<file path="src/rtl/rgb_pkg.sv">
// ============================================================================
// Module   : rgb_pkg
// Purpose  : Shared colour constants, fill-colour palette and default
//            screen geometry for the bouncing-box pattern generator.
// Contents : 3-bit {R,G,B} colour constants, 4-entry PALETTE, active-area
//            defaults.
// Revision : 1.0 - initial release
// ============================================================================
`default_nettype none

package rgb_pkg;

  localparam logic [2:0] BLACK   = 3'b000;
  localparam logic [2:0] BLUE    = 3'b001;
  localparam logic [2:0] GREEN   = 3'b010;
  localparam logic [2:0] CYAN    = 3'b011;
  localparam logic [2:0] RED     = 3'b100;
  localparam logic [2:0] MAGENTA = 3'b101;
  localparam logic [2:0] YELLOW  = 3'b110;
  localparam logic [2:0] WHITE   = 3'b111;

  // Packed so entry 0 sits in the low bits: idx 0 CYAN, 1 RED, 2 GREEN, 3 BLUE.
  localparam logic [3:0][2:0] PALETTE = {BLUE, GREEN, RED, CYAN};

  localparam int H_ACTIVE_DEF = 640;
  localparam int V_ACTIVE_DEF = 480;

endpackage : rgb_pkg

`default_nettype wire

</file>
<file path="src/rtl/rgb_bounce_axis.sv">
// ============================================================================
// Module   : rgb_bounce_axis
// Purpose  : Position/direction state of the box along one screen axis.
//            Each update moves the box STEP px; when the move would leave
//            the screen the box is clamped to the edge and direction flips.
// Ports    : clk_i, rst_ni (async, active low), update (apply one move),
//            pos (current leading edge, px), bounce (the pending move flips
//            direction; meaningful whenever update is asserted).
// Revision : 1.0 - initial release
// ============================================================================
`default_nettype none

module rgb_bounce_axis #(
  parameter int SIZE  = 240,
  parameter int LIMIT = 640,
  parameter int START = 40,
  parameter int STEP  = 4
) (
  input  logic       clk_i,
  input  logic       rst_ni,
  input  logic       update,
  output logic [9:0] pos,
  output logic       bounce
);

  localparam logic [10:0] SIZE_C  = 11'(SIZE);
  localparam logic [10:0] LIMIT_C = 11'(LIMIT);
  localparam logic [10:0] STEP_C  = 11'(STEP);
  localparam logic [9:0]  STEP_P  = 10'(STEP);
  localparam logic [9:0]  MAX_POS = 10'(LIMIT - SIZE);
  localparam logic [9:0]  START_P = 10'(START);

  logic        dir;        // 0: increasing (right/down), 1: decreasing
  logic [10:0] pos_ext;
  logic [10:0] far_edge;   // trailing edge after a forward move, 11 bits so it never wraps
  logic [9:0]  pos_next;

  always_comb begin
    pos_ext  = {1'b0, pos};
    far_edge = pos_ext + SIZE_C + STEP_C;
    bounce   = dir ? (pos_ext < STEP_C) : (far_edge > LIMIT_C);
    pos_next = pos;
    if (dir) begin
      pos_next = bounce ? 10'd0 : (pos - STEP_P);
    end else begin
      pos_next = bounce ? MAX_POS : (pos + STEP_P);
    end
  end

  always_ff @(posedge clk_i or negedge rst_ni) begin
    if (!rst_ni) begin
      pos <= START_P;
      dir <= 1'b0;
    end else if (update) begin
      pos <= pos_next;
      if (bounce) begin
        dir <= ~dir;
      end
    end
  end

endmodule : rgb_bounce_axis

`default_nettype wire

</file>
<file path="src/rtl/rgb_box_bounce.sv">
// ============================================================================
// Module   : rgb_box_bounce
// Purpose  : VGA pattern generator drawing a solid box on a background that
//            moves STEP px per frame and bounces off the screen edges. The
//            fill colour steps through a 4-entry palette on every bounce.
// Ports    : clk_i pixel clock; rst_ni async active-low reset; en_i active
//            video; column_i/row_i pixel coordinate; frame_i start-of-vblank
//            pulse; pause_i freezes motion; rgb_o registered {R,G,B};
//            bounce_cnt_o wrapping bounce count; corner_o double-bounce pulse.
// Config   : `define RGB_BOX_BORDER_EN draws a BORDER_W px white frame just
//            inside the box edges; otherwise the whole box is palette colour.
// Revision : 1.0 - initial release
// ============================================================================
`default_nettype none

module rgb_box_bounce
  import rgb_pkg::*;
#(
  parameter int         H_ACTIVE = H_ACTIVE_DEF,
  parameter int         V_ACTIVE = V_ACTIVE_DEF,
  parameter int         BOX_W    = 240,
  parameter int         BOX_H    = 240,
  parameter int         X0       = 40,
  parameter int         Y0       = 120,
  parameter int         STEP     = 4,
  parameter logic [2:0] BG_COLOR = MAGENTA,
  parameter int         BORDER_W = 4
) (
  input  logic       clk_i,
  input  logic       rst_ni,
  input  logic       en_i,
  input  logic [9:0] column_i,
  input  logic [9:0] row_i,
  input  logic       frame_i,
  input  logic       pause_i,
  output logic [2:0] rgb_o,
  output logic [7:0] bounce_cnt_o,
  output logic       corner_o
);

  // Illegal geometry is rejected while elaborating rather than drawing garbage.
  if (H_ACTIVE < 1 || H_ACTIVE > 1024 || V_ACTIVE < 1 || V_ACTIVE > 1024) begin : g_bad_screen
    $error("rgb_box_bounce: H_ACTIVE/V_ACTIVE must be 1..1024");
  end
  if (BOX_W < 1 || BOX_W > H_ACTIVE || BOX_H < 1 || BOX_H > V_ACTIVE) begin : g_bad_box
    $error("rgb_box_bounce: box size does not fit the screen");
  end
  if (X0 < 0 || Y0 < 0 || X0 + BOX_W > H_ACTIVE || Y0 + BOX_H > V_ACTIVE) begin : g_bad_start
    $error("rgb_box_bounce: start position places box off screen");
  end
  if (STEP < 1 || STEP > 63) begin : g_bad_step
    $error("rgb_box_bounce: STEP must be 1..63");
  end
  if (BORDER_W < 1) begin : g_bad_border
    $error("rgb_box_bounce: BORDER_W must be at least 1");
  end

  logic [9:0] pos_x, pos_y;
  logic       bounce_x, bounce_y;
  logic       update;
  logic [1:0] pal_idx;
  logic [2:0] rgb_next;
  logic       in_box;

  assign update = frame_i & ~pause_i;

  rgb_bounce_axis #(
    .SIZE(BOX_W), .LIMIT(H_ACTIVE), .START(X0), .STEP(STEP)
  ) u_axis_x (
    .clk_i(clk_i), .rst_ni(rst_ni), .update(update), .pos(pos_x), .bounce(bounce_x)
  );

  rgb_bounce_axis #(
    .SIZE(BOX_H), .LIMIT(V_ACTIVE), .START(Y0), .STEP(STEP)
  ) u_axis_y (
    .clk_i(clk_i), .rst_ni(rst_ni), .update(update), .pos(pos_y), .bounce(bounce_y)
  );

  // Hit test in 12 bits so box edges near the right/bottom never wrap.
  logic [11:0] col_w, row_w, x_lo, x_hi, y_lo, y_hi;
  assign col_w = {2'b00, column_i};
  assign row_w = {2'b00, row_i};
  assign x_lo  = {2'b00, pos_x};
  assign y_lo  = {2'b00, pos_y};
  assign x_hi  = x_lo + 12'(BOX_W - 1);
  assign y_hi  = y_lo + 12'(BOX_H - 1);
  assign in_box = (col_w >= x_lo) && (col_w <= x_hi) &&
                  (row_w >= y_lo) && (row_w <= y_hi);

`ifdef RGB_BOX_BORDER_EN
  localparam logic [11:0] BW_C = 12'(BORDER_W);
  logic on_border;
  // Pixel is within BORDER_W of an edge when it is closer than BORDER_W to
  // the low edge, or adding BORDER_W carries it past the high edge.
  assign on_border = (col_w < x_lo + BW_C) || (col_w + BW_C > x_hi) ||
                     (row_w < y_lo + BW_C) || (row_w + BW_C > y_hi);
`endif

  always_comb begin
    rgb_next = BLACK;
    if (en_i) begin
      if (in_box) begin
        rgb_next = PALETTE[pal_idx];
`ifdef RGB_BOX_BORDER_EN
        if (on_border) begin
          rgb_next = WHITE;
        end
`endif
      end else begin
        rgb_next = BG_COLOR;
      end
    end
  end

  always_ff @(posedge clk_i or negedge rst_ni) begin
    if (!rst_ni) begin
      rgb_o        <= BLACK;
      pal_idx      <= 2'd0;
      bounce_cnt_o <= 8'd0;
      corner_o     <= 1'b0;
    end else begin
      rgb_o    <= rgb_next;
      // A simultaneous double flip is still one bounce event.
      corner_o <= update & bounce_x & bounce_y;
      if (update && (bounce_x || bounce_y)) begin
        pal_idx      <= pal_idx + 2'd1;
        bounce_cnt_o <= bounce_cnt_o + 8'd1;
      end
    end
  end

endmodule : rgb_box_bounce

`default_nettype wire

</file>
<file path="config.mk">
export PLATFORM = sky130hd
export DESIGN_NAME = rgb_box_bounce
export DESIGN_NICKNAME = d
export VERILOG_FILES = /design/src/rtl/rgb_pkg.sv /design/src/rtl/rgb_bounce_axis.sv /design/src/rtl/rgb_box_bounce.sv
export SDC_FILE = /design/constraint.sdc
export NUM_CORES = 1
export LEC_CHECK = 0
export ABC_AREA = 1
export CORE_ASPECT_RATIO = 2
export CORE_MARGIN = 2
export CORE_UTILIZATION = 35
export CTS_BUF_LIST = sky130_fd_sc_hd__clkbuf_2
export CTS_CLUSTER_DIAMETER = 150
export DETAILED_ROUTE_END_ITERATION = 6
export GPL_ROUTABILITY_DRIVEN = 0
export GPL_TIMING_DRIVEN = 0
export SYNTH_ARGS = -nofsm -noshare
export SYNTH_HDL_FRONTEND = slang
export SYNTH_HIERARCHICAL = 1
export SYNTH_SLANG_ARGS = --single-unit
</file>
<file path="constraint.sdc">
create_clock -name clk_i -period 3 [get_ports clk_i]
set_input_delay 0.6 -clock clk_i [delete_from_list [all_inputs] [get_ports clk_i]]
set_output_delay 0.6 -clock clk_i [all_outputs]
set_load 0.005 [all_outputs]
</file>
==> results.toml <==
[synth]
synth-main-ff-cell = "dfrtp_1"
synth_cell_types = 41
async_flop_share_pct = 100
avgSynthCellArea_um2 = 6.93
synthTopCellsByArea = "dfrtp_1 (17%), ha_1 (16%), nand2_1 (13%)"
synth_top_area_share_pct = 17.0
yosysSeqAreaShare_pct = 21.1
ys_seq_elements = 32
synth.yosys.warnings = 6
synthesis.area_um2 = 3830
synth_edf_count = 0
synth_top_area_cell = "dfrtp_1"
synthCells = 553

[routing]
drt_wl_total_um = 9530
viasPerCell = 4.81
wl_per_cell_um = 12.9
first_pass_iters = 6
ant_nets = 0
drtIter0Drc = 97
drc = 0
route.vias.total = 3552

[worst_setup_path]
slowest_delay_ns = 0.58
slowest_stage = "dfrtp_1"
timing.critical_path.mode_cell = "nand2_1"
cp.arrival_ns = 2.94
crit_chain = "inv_2, nand3_2, o21ai_2, inv_2, nor2_2, nand2_1, nand2_1, inv_1, ha_1, nand2_1, nor3_1, nor3b_1, a21oi_2, nand2_2, nand3_1, nand2_1, inv_1"
crit_path_max_fanout = 9
r2r_slack_ns = 0.32
reg2reg_to = "rgb_o[0]"
start_kind = "flop"
r2r_start = "u_axis_y/pos[2]"
cp.required_ns = 3.26
crit_type = "reg2reg"
end_kind = "flop"
endpoint = "rgb_o[0]"
setup.worst_path.start = "u_axis_y/pos[2]"
ff2ff_path_depth = 17

[floorplanning]
die_y_um = 152
core_um2 = 10800
die_area_um2 = 11900
rows = 54
start_util_pct = 35.5
die_w_um = 78.0
pin_count = 37

[layout]
area_growth_pct = 15.0
drive_gt1_share_pct = 15.1
design_area_um2 = 4410
fin_nets = 673
final_common_cell = "nand2_1"
antenna_cells = 0
final_cells = 738
layout_common_cells = "nand2_1 (129), inv_1 (67), nor2_1 (51)"

[grt]
grt_pass1_vias = 3642
antenna_found_initial = 0
grt_max_degree = 33
overflow = 0
track_usage_pct = 16.5
grt_pass1_wl_um = 16100

[clocking]
post_cts_buffers = 0
cts.reportedPaths.clkPinSlew_ns = 0.16
cts_resized = 0
cts_buffers = 5
cts_root_buf = "clkbuf_2"
ctsHtreeMaxLevel = 2
holdBufCountCts = 0
cts_tree = "built"
clk_latency_ns = 0.36
clk_path_buf_depth = 2
numClockSinks = 32

[flow_run]
maxCapViolCount = 0

[sta]
slew_violations = 0
tightest_slew_ns = 0.670
whs_ns = 0.244
hold_viol = 0
finalSetupViolations = 0
fin_setup_tns_ns = 0
period_needed_ns = 2.68
rsz0062_at_grt = "false"
finalClockSkew_ns = 0.0203
timing.final.crit_share_pct = 89.3
setup_slack_ns = 0.321
fmax_ghz = 0.373
slew_headroom_pct = 55.3

[placed_design]
port_buffers = 36
post_dp_cell_area_um2 = 4380
place_ws_ns = 0.307
hpwl_um = 8160
dp_cells = 731

[worst_hold_path]
hold_class = "in2async"

[power_and_ir_drop]
leakage_nw = 2.27
peakVddDrop_mv = 0.285
power_density_nw_per_um2 = 858

[outcome]
status = "finished clean"
synthesized netlist by cell type, types with 2 or more instances:
| cell type | number |
|---|---|
| xor2_1 | 28 |
| and3_1 | 2 |
| nand4_1 | 5 |
| a21o_1 | 2 |
| buf_4 | 6 |
| dfstp_2 | 6 |
| nor3_1 | 2 |
| o21ai_2 | 3 |
| ha_1 | 50 |
| clkinv_1 | 3 |
| nand2_4 | 3 |
| xnor2_1 | 7 |
| inv_1 | 67 |
| buf_6 | 4 |
| nand3b_1 | 3 |
| buf_2 | 2 |
| a21oi_1 | 31 |
| nor2_1 | 51 |
| nor2_2 | 10 |
| nand3_1 | 41 |
| conb_1 | 2 |
| nand3_2 | 3 |
| dfrtp_1 | 26 |
| nor3_2 | 4 |
| inv_2 | 16 |
| o21ai_0 | 12 |
| a21oi_2 | 2 |
| nand2_1 | 129 |
| nor2_4 | 5 |
| nand2_2 | 13 |
| o21ai_1 | 5 |
where the power goes:
part / internal [W] / switching, W
logic: 0.00105 / 0.00159
registers: 0.000641 / 0.000313
clock network: 0.0000556 / 0.000137
total: 0.00174 / 0.00204
registers in the layout, indices dropped and copies added (netlist names):
| register | count |
|---|---|
| u_axis_x/dir | 1 |
| rgb_o | 3 |
| corner_o | 1 |
| u_axis_x/pos | 8 |
| pal_idx | 2 |
| u_axis_y/pos | 8 |
| u_axis_y/dir | 1 |
| bounce_cnt_o | 8 |
area by class of cell:
type                       count  area (µm²)
fill                        1180        6400
multi-input combinational    424        2600
sequential                    32         808
timing repair buffer          36         355
inverter                      87         332
tap                          140         175
buffer                        12         100
clock buffer                   6        30.0
clock inverter                 1        5.00
per-stage QoR:
stage / utilization, % / total power [W]
floorplan: - / 0.00286
global placement: 40.5 / 0.00354
detailed placement: 40.5 / 0.00360
CTS: 40.8 / 0.00381
global route: 40.8 / 0.00421
finish: 40.8 / 0.00378
cells by family (layout without fill, tap and decap cells):
group	after synthesis	after routing	synth area share, %
adders and majority gates	50	50	16.3
xor gates and xnor gates	35	35	8.00
muxes	1	1	0.294
AOI/OAI and AO/OA	59	59	8.82
and+or+nand+nor	275	275	34.0
buffers and inverters	99	142	11.3
DFF	32	32	21.1
other	2	4	0.196
worst max-delay path: cells and delay by family, from the launching register on:
| family | cells | cell delay (ns) |
|---|---|---|
| simple gates | 10 | 1.27 |
| fa+ha+maj | 1 | 0.26 |
| buf+inv | 4 | 0.26 |
| flops | 1 | 0.58 |
| compound gates | 2 | 0.22 |
worst min path at each step:
stage	startpoint	to	cells after the start
final	rst_ni	bounce_cnt_o[5]	1
after global routing	rst_ni	bounce_cnt_o[5]	1
after CTS	bounce_cnt_o[7]	bounce_cnt_o[7]	1
after detailed placement	bounce_cnt_o[7]	bounce_cnt_o[7]	1
after global placement	bounce_cnt_o[7]	bounce_cnt_o[7]	1
after floorplan	rst_ni	bounce_cnt_o[0]	0
metal layers:
metal / vias up / part of all wire (%) / global-route usage [%]
li1: 1832 / - / -
met4: 0 / 3.6 / 7.02
met3: 17 / 1.4 / 1.66
met2: 45 / 60 / 34.4
met5: - / 0 / 0
met1: 1658 / 35 / 15.4
(Power assumes the default switching activity.)
